## config.mk

```make
export PLATFORM = sky130hd
export DESIGN_NAME = gpio_in_cond_flat
export DESIGN_NICKNAME = d
export VERILOG_FILES = /design/src/rtl/gpio_in_cond_if.sv /design/src/rtl/gpio_in_cond.sv /design/src/flat_wrapper.sv
export SDC_FILE = /design/constraint.sdc
export NUM_CORES = 1
export LEC_CHECK = 0
export CORE_AREA = 2 2 98 100
export DETAILED_ROUTE_END_ITERATION = 8
export DIE_AREA = 0 0 100 102
export SLEW_MARGIN = 20
export SYNTH_ARGS = -nofsm -noshare
export SYNTH_HDL_FRONTEND = slang
export SYNTH_SLANG_ARGS = --single-unit
```

## constraint.sdc

```tcl
create_clock -name pclk -period 2.09 [get_ports pclk]
set_clock_uncertainty 0.1 [all_clocks]
set_input_delay 0.209 -clock pclk [delete_from_list [all_inputs] [get_ports pclk]]
set_output_delay 0.209 -clock pclk [all_outputs]
set_load 0.02 [all_outputs]
```

## src/rtl/gpio_in_cond_if.sv

```systemverilog
// gpio_in_cond_if: pad inputs, interrupt controls and conditioned outputs for gpio_in_cond
interface gpio_in_cond_if #(
  parameter int GPIO_DATA_WIDTH = 8,
  parameter int DB_CNT_WIDTH    = 4
);
  logic [GPIO_DATA_WIDTH-1:0] gpio_pin_in;
  logic [GPIO_DATA_WIDTH-1:0] n_gpio_pin_oe;
  logic [DB_CNT_WIDTH-1:0]    db_limit;
  logic [GPIO_DATA_WIDTH-1:0] irq_rise_en;
  logic [GPIO_DATA_WIDTH-1:0] irq_fall_en;
  logic [GPIO_DATA_WIDTH-1:0] irq_clr;
  logic [GPIO_DATA_WIDTH-1:0] gpio_in_db;
  logic [GPIO_DATA_WIDTH-1:0] irq_status;
  logic                       irq;
  modport master (
    output gpio_pin_in, n_gpio_pin_oe, db_limit, irq_rise_en, irq_fall_en, irq_clr,
    input  gpio_in_db, irq_status, irq
  );
  modport slave (
    input  gpio_pin_in, n_gpio_pin_oe, db_limit, irq_rise_en, irq_fall_en, irq_clr,
    output gpio_in_db, irq_status, irq
  );
endinterface

```

## src/rtl/gpio_in_cond.sv

```systemverilog
// gpio_in_cond: per-pin synchroniser, debouncer and sticky edge-interrupt flags
module gpio_in_cond #(
  parameter int GPIO_DATA_WIDTH = 8,
  parameter int DB_CNT_WIDTH    = 4
) (
  input logic          pclk,
  input logic          p_reset,
  gpio_in_cond_if.slave bus
);
  for (genvar i = 0; i < GPIO_DATA_WIDTH; i++) begin : g_pin
    logic                    s1, s2, db, st, commit, set;
    logic [DB_CNT_WIDTH-1:0] cnt;
    // >= rather than == so a threshold lowered mid-count still commits
    assign commit = (s2 != db) && (cnt >= bus.db_limit);
    assign set    = commit && bus.n_gpio_pin_oe[i] && (s2 ? bus.irq_rise_en[i] : bus.irq_fall_en[i]);
    always_ff @(posedge pclk or posedge p_reset)
      if (p_reset) begin
        s1  <= 1'b0;
        s2  <= 1'b0;
        db  <= 1'b0;
        st  <= 1'b0;
        cnt <= '0;
      end else begin
        s1  <= bus.gpio_pin_in[i];
        s2  <= s1;
        cnt <= (s2 == db || commit) ? '0 : cnt + 1'b1;
        db  <= commit ? s2 : db;
        st  <= set | (st & ~bus.irq_clr[i]);
      end
    assign bus.gpio_in_db[i] = db;
    assign bus.irq_status[i] = st;
  end
  assign bus.irq = |bus.irq_status;
endmodule

```

## src/flat_wrapper.sv

```systemverilog
// flat-port wrapper written by rule: the top's interface ports become plain ports
module gpio_in_cond_flat 
#(
  parameter int GPIO_DATA_WIDTH = 8,
  parameter int DB_CNT_WIDTH    = 4
)
  (pclk, p_reset, bus_gpio_pin_in, bus_n_gpio_pin_oe, bus_db_limit, bus_irq_rise_en, bus_irq_fall_en, bus_irq_clr, bus_gpio_in_db, bus_irq_status, bus_irq);
  gpio_in_cond_if #(.GPIO_DATA_WIDTH(GPIO_DATA_WIDTH), .DB_CNT_WIDTH(DB_CNT_WIDTH)) bus_i ();
  input logic pclk;
  input logic p_reset;
  input wire logic [$bits(bus_i.gpio_pin_in)-1:0] bus_gpio_pin_in;
  input wire logic [$bits(bus_i.n_gpio_pin_oe)-1:0] bus_n_gpio_pin_oe;
  input wire logic [$bits(bus_i.db_limit)-1:0] bus_db_limit;
  input wire logic [$bits(bus_i.irq_rise_en)-1:0] bus_irq_rise_en;
  input wire logic [$bits(bus_i.irq_fall_en)-1:0] bus_irq_fall_en;
  input wire logic [$bits(bus_i.irq_clr)-1:0] bus_irq_clr;
  output wire logic [$bits(bus_i.gpio_in_db)-1:0] bus_gpio_in_db;
  output wire logic [$bits(bus_i.irq_status)-1:0] bus_irq_status;
  output wire logic [$bits(bus_i.irq)-1:0] bus_irq;
  assign bus_i.gpio_pin_in = bus_gpio_pin_in;
  assign bus_i.n_gpio_pin_oe = bus_n_gpio_pin_oe;
  assign bus_i.db_limit = bus_db_limit;
  assign bus_i.irq_rise_en = bus_irq_rise_en;
  assign bus_i.irq_fall_en = bus_irq_fall_en;
  assign bus_i.irq_clr = bus_irq_clr;
  assign bus_gpio_in_db = bus_i.gpio_in_db;
  assign bus_irq_status = bus_i.irq_status;
  assign bus_irq = bus_i.irq;
  gpio_in_cond #(.GPIO_DATA_WIDTH(GPIO_DATA_WIDTH), .DB_CNT_WIDTH(DB_CNT_WIDTH)) u_core (.pclk(pclk), .p_reset(p_reset), .bus(bus_i));
endmodule
```

==> flow_summary.json <==
{
  "first_pass_iters": 4,
  "min_period_ns": 1.91,
  "ant_nets": 0,
  "cp_slowest_stage_delay_ns": 0.41,
  "p_sw_frac": 0.323,
  "cts_tree": "done",
  "die-area_um2": 10200,
  "final_util": 0.491,
  "cts_inserted_buffers": 9,
  "met3_usage": 0.0342,
  "start_util": 0.388,
  "fmax_ghz": 0.523,
  "drtIter0Drc": 36,
  "critical_path.top_delay_family": "buffers and inverters",
  "post_drt_wl_per_cell_um": 13.6,
  "cp_max_fo": 8,
  "grt_use_met1": 0.169,
  "synth_cell_type_count": 18,
  "grt_pass1_wl_um": 10900,
  "die_w_um": 100,
  "synthesis.area_um2": 3530,
  "ys_ff_latch": 64,
  "cts_setup_buffers": 0,
  "drc": 0,
  "p_int_uw": 3280,
  "powerDensity_nw_per_um2": 1080,
  "place_ws_ns": -0.229,
  "ys.flop_type": "dfrtp_1",
  "vdd_ir_drop_max_mv": 0.426,
  "status": "completed",
  "syn-instance-count": 303,
  "final_cells": 482,
  "p_sw_uw": 1560,
  "core-area_um2": 9110,
  "pwr-share-seq": 0.370,
  "avgSynthCellArea_um2": 11.7,
  "synthTopCellsByCount": "64 x dfrtp_1, 48 x nor2_1, 40 x ha_1",
  "routed_wirelength_um": 6540,
  "critPathSlowestCell": "clkdlybuf4s50_1",
  "yosysSeqAreaShare": 0.453,
  "grt_max_degree": 27,
  "synth_edf_count": 0,
  "cts_buffer_depth": 2,
  "num_vias": 2311,
  "grt_use_total": 0.140,
  "clock-sinks": 64,
  "hpwl_um": 4900,
  "met2_usage": 0.238,
  "grt-busiest-layer": "met2",
  "place_inst": 466,
  "hold_viol": 0,
  "power_frac_clock": 0.256,
  "viasPerCell": 4.79,
  "area_growth_pct": 26.6,
  "leakage_uw": 0.00210,
  "criticalPathCategory": "in -> reg",
  "yosysTopAreaCell": "dfrtp_1",
  "drive_gt1_frac": 0.121,
  "cts_max_level": 3,
  "cap_viol_max_count": 0,
  "worstPathCellList": "clkdlybuf4s50_1 -> inv_1 -> ha_1 -> a2111oi_4 -> nor2_1 -> mux2_4",
  "cp.required_ns": 2.21,
  "arrival_ns": 2.03,
  "async_flop_share": 1.00,
  "die_height_um": 102,
  "ys_warn_count": 0,
  "rsz0062_at_grt": "no",
  "tightest_slew_ns": 0.484,
  "n_antenna_cell": 0,
  "worstSetupEndpointType": "register",
  "path_buf_inv": 2,
  "overflow": 0,
  "io_pins": 63,
  "syn-num-nets": 389,
  "antenna_found_initial": 0,
  "cts-root-buf": "clkbuf_8",
  "hp-class": "in -> async",
  "io_buffers": 62,
  "fin_ws_ns": 0.177,
  "layout_worst_path_cycle_share": 0.915,
  "maxSlewViolCount": 0,
  "gp_congestion": 0.726,
  "row_count": 35,
  "synth_most_common_cell": "dfrtp_1",
  "cp-start-kind": "input pin",
  "clock_latency_ns": 0.34,
  "slew_headroom": 0.677,
  "synth_top_area_share": 0.453,
  "setup_violations": 0,
  "netlist_top_cells_area": "dfrtp_1 45%, ha_1 14%, a2111oi_4 6.2%",
  "final_nets": 452,
  "grt_pass1_vias": 2365,
  "combPwrFrac": 0.374,
  "clk_pin_slew_ns": 0.07
}
cell families after synthesis:
| family | synth area share |
|---|---|
| AND/OR/NAND/NOR | 0.124 |
| adder cells (fa/ha/maj) | 0.142 |
| XOR/XNOR | 0.0595 |
| buffers and inverters | 0.0637 |
| flip-flops | 0.453 |
| AO/OA/AOI/OAI | 0.125 |
| multiplexers | 0.0340 |
cells in the final DEF (no fill, tap or decap), drive strengths merged:
cell | netlist | final
nand2b | 8 | 8
xnor2 | 8 | 8
nand2 | 9 | 9
a32o | 8 | 8
a2111oi | 8 | 8
o21a | 8 | 8
dfrtp | 64 | 64
nor2 | 48 | 48
buf | 16 | 6
mux2 | 8 | 8
nand3 | 8 | 8
xor2 | 16 | 16
clkbuf | 0 | 14
nor4 | 2 | 2
nand3b | 8 | 8
o21ai | 16 | 16
inv | 28 | 28
ha | 40 | 40
dlygate4sd2 | 0 | 1
bufinv | 0 | 2
clkdlybuf4s50 | 0 | 61
stage by stage:
| stage | power [uW] | setup TNS (ns) | instance area [um2] | hold slack (ns) |
|---|---|---|---|---|
| after detailed placement | 3660 | -5.03 | 4240 | 0.235 |
| after global placement | 3620 | -4.11 | 4240 | 0.234 |
| after global routing | 5180 | 0 | 4480 | 0.153 |
| after CTS | 4920 | 0 | 4480 | 0.123 |
| final | 4840 | 0 | 4480 | 0.129 |
| after floorplan | 3220 | 0 | 3530 | 0.140 |
final timing paths:
check	startpoint	end	slack, ns	cells past startpoint
setup reg to reg	u_core.g_pin[4].cnt[0]$_DFF_PP0_	u_core.g_pin[4].db$_DFFE_PP0P_	0.22	6
hold / removal	p_reset	u_core.g_pin[3].st$_DFF_PP0_	0.13	2
min in group pclk	bus_gpio_pin_in[5]	u_core.g_pin[5].s1$_DFF_PP0_	0.20	1
setup / recovery	bus_db_limit[1]	u_core.g_pin[4].db$_DFFE_PP0P_	0.18	6
max in group asynchronous	p_reset	u_core.g_pin[4].db$_DFFE_PP0P_	1.25	3
hold reg to reg	u_core.g_pin[3].s1$_DFF_PP0_	u_core.g_pin[3].s2$_DFF_PP0_	0.25	0
state kept, by name, indices dropped and copies added (netlist names):
name / cells
u_core.g_pin.s1: 8
u_core.g_pin.db: 8
u_core.g_pin.cnt: 32
u_core.g_pin.st: 8
u_core.g_pin.s2: 8
power groups by stage:
stage / Combinational, uW / Sequential, uW / Clock [uW]
final: 1810 / 1790 / 1240
after global routing: 2010 / 1840 / 1330
after CTS: 1840 / 1800 / 1270
after detailed placement: 1840 / 1810 / 0
after global placement: 1810 / 1810 / 0
after floorplan: 1490 / 1730 / 0
layout make-up:
cell class / count / area, um2
fill: 854 / 4630
multi-input combinational: 195 / 1710
sequential: 64 / 1600
timing repair buffer: 68 / 689
clock buffer: 14 / 173
tap: 111 / 139
inverter: 28 / 105
clock inverter: 2 / 60.1
per-layer routing:
layer  share of wire  up-vias  wire [um]
met2            0.50       43       3260
met5               0        -          0
met4           0.023        0        152
met1            0.43     1111       2850
li1                -     1146          -
met3           0.044       11        287
what timing repair did:
action / CTS / global route
gates resized for setup: 1 / 0
endpoints found under the setup margin: 1 / 0
hold buffers: 0 / 0
No activity file was read; power rests on OpenSTA's default activity.
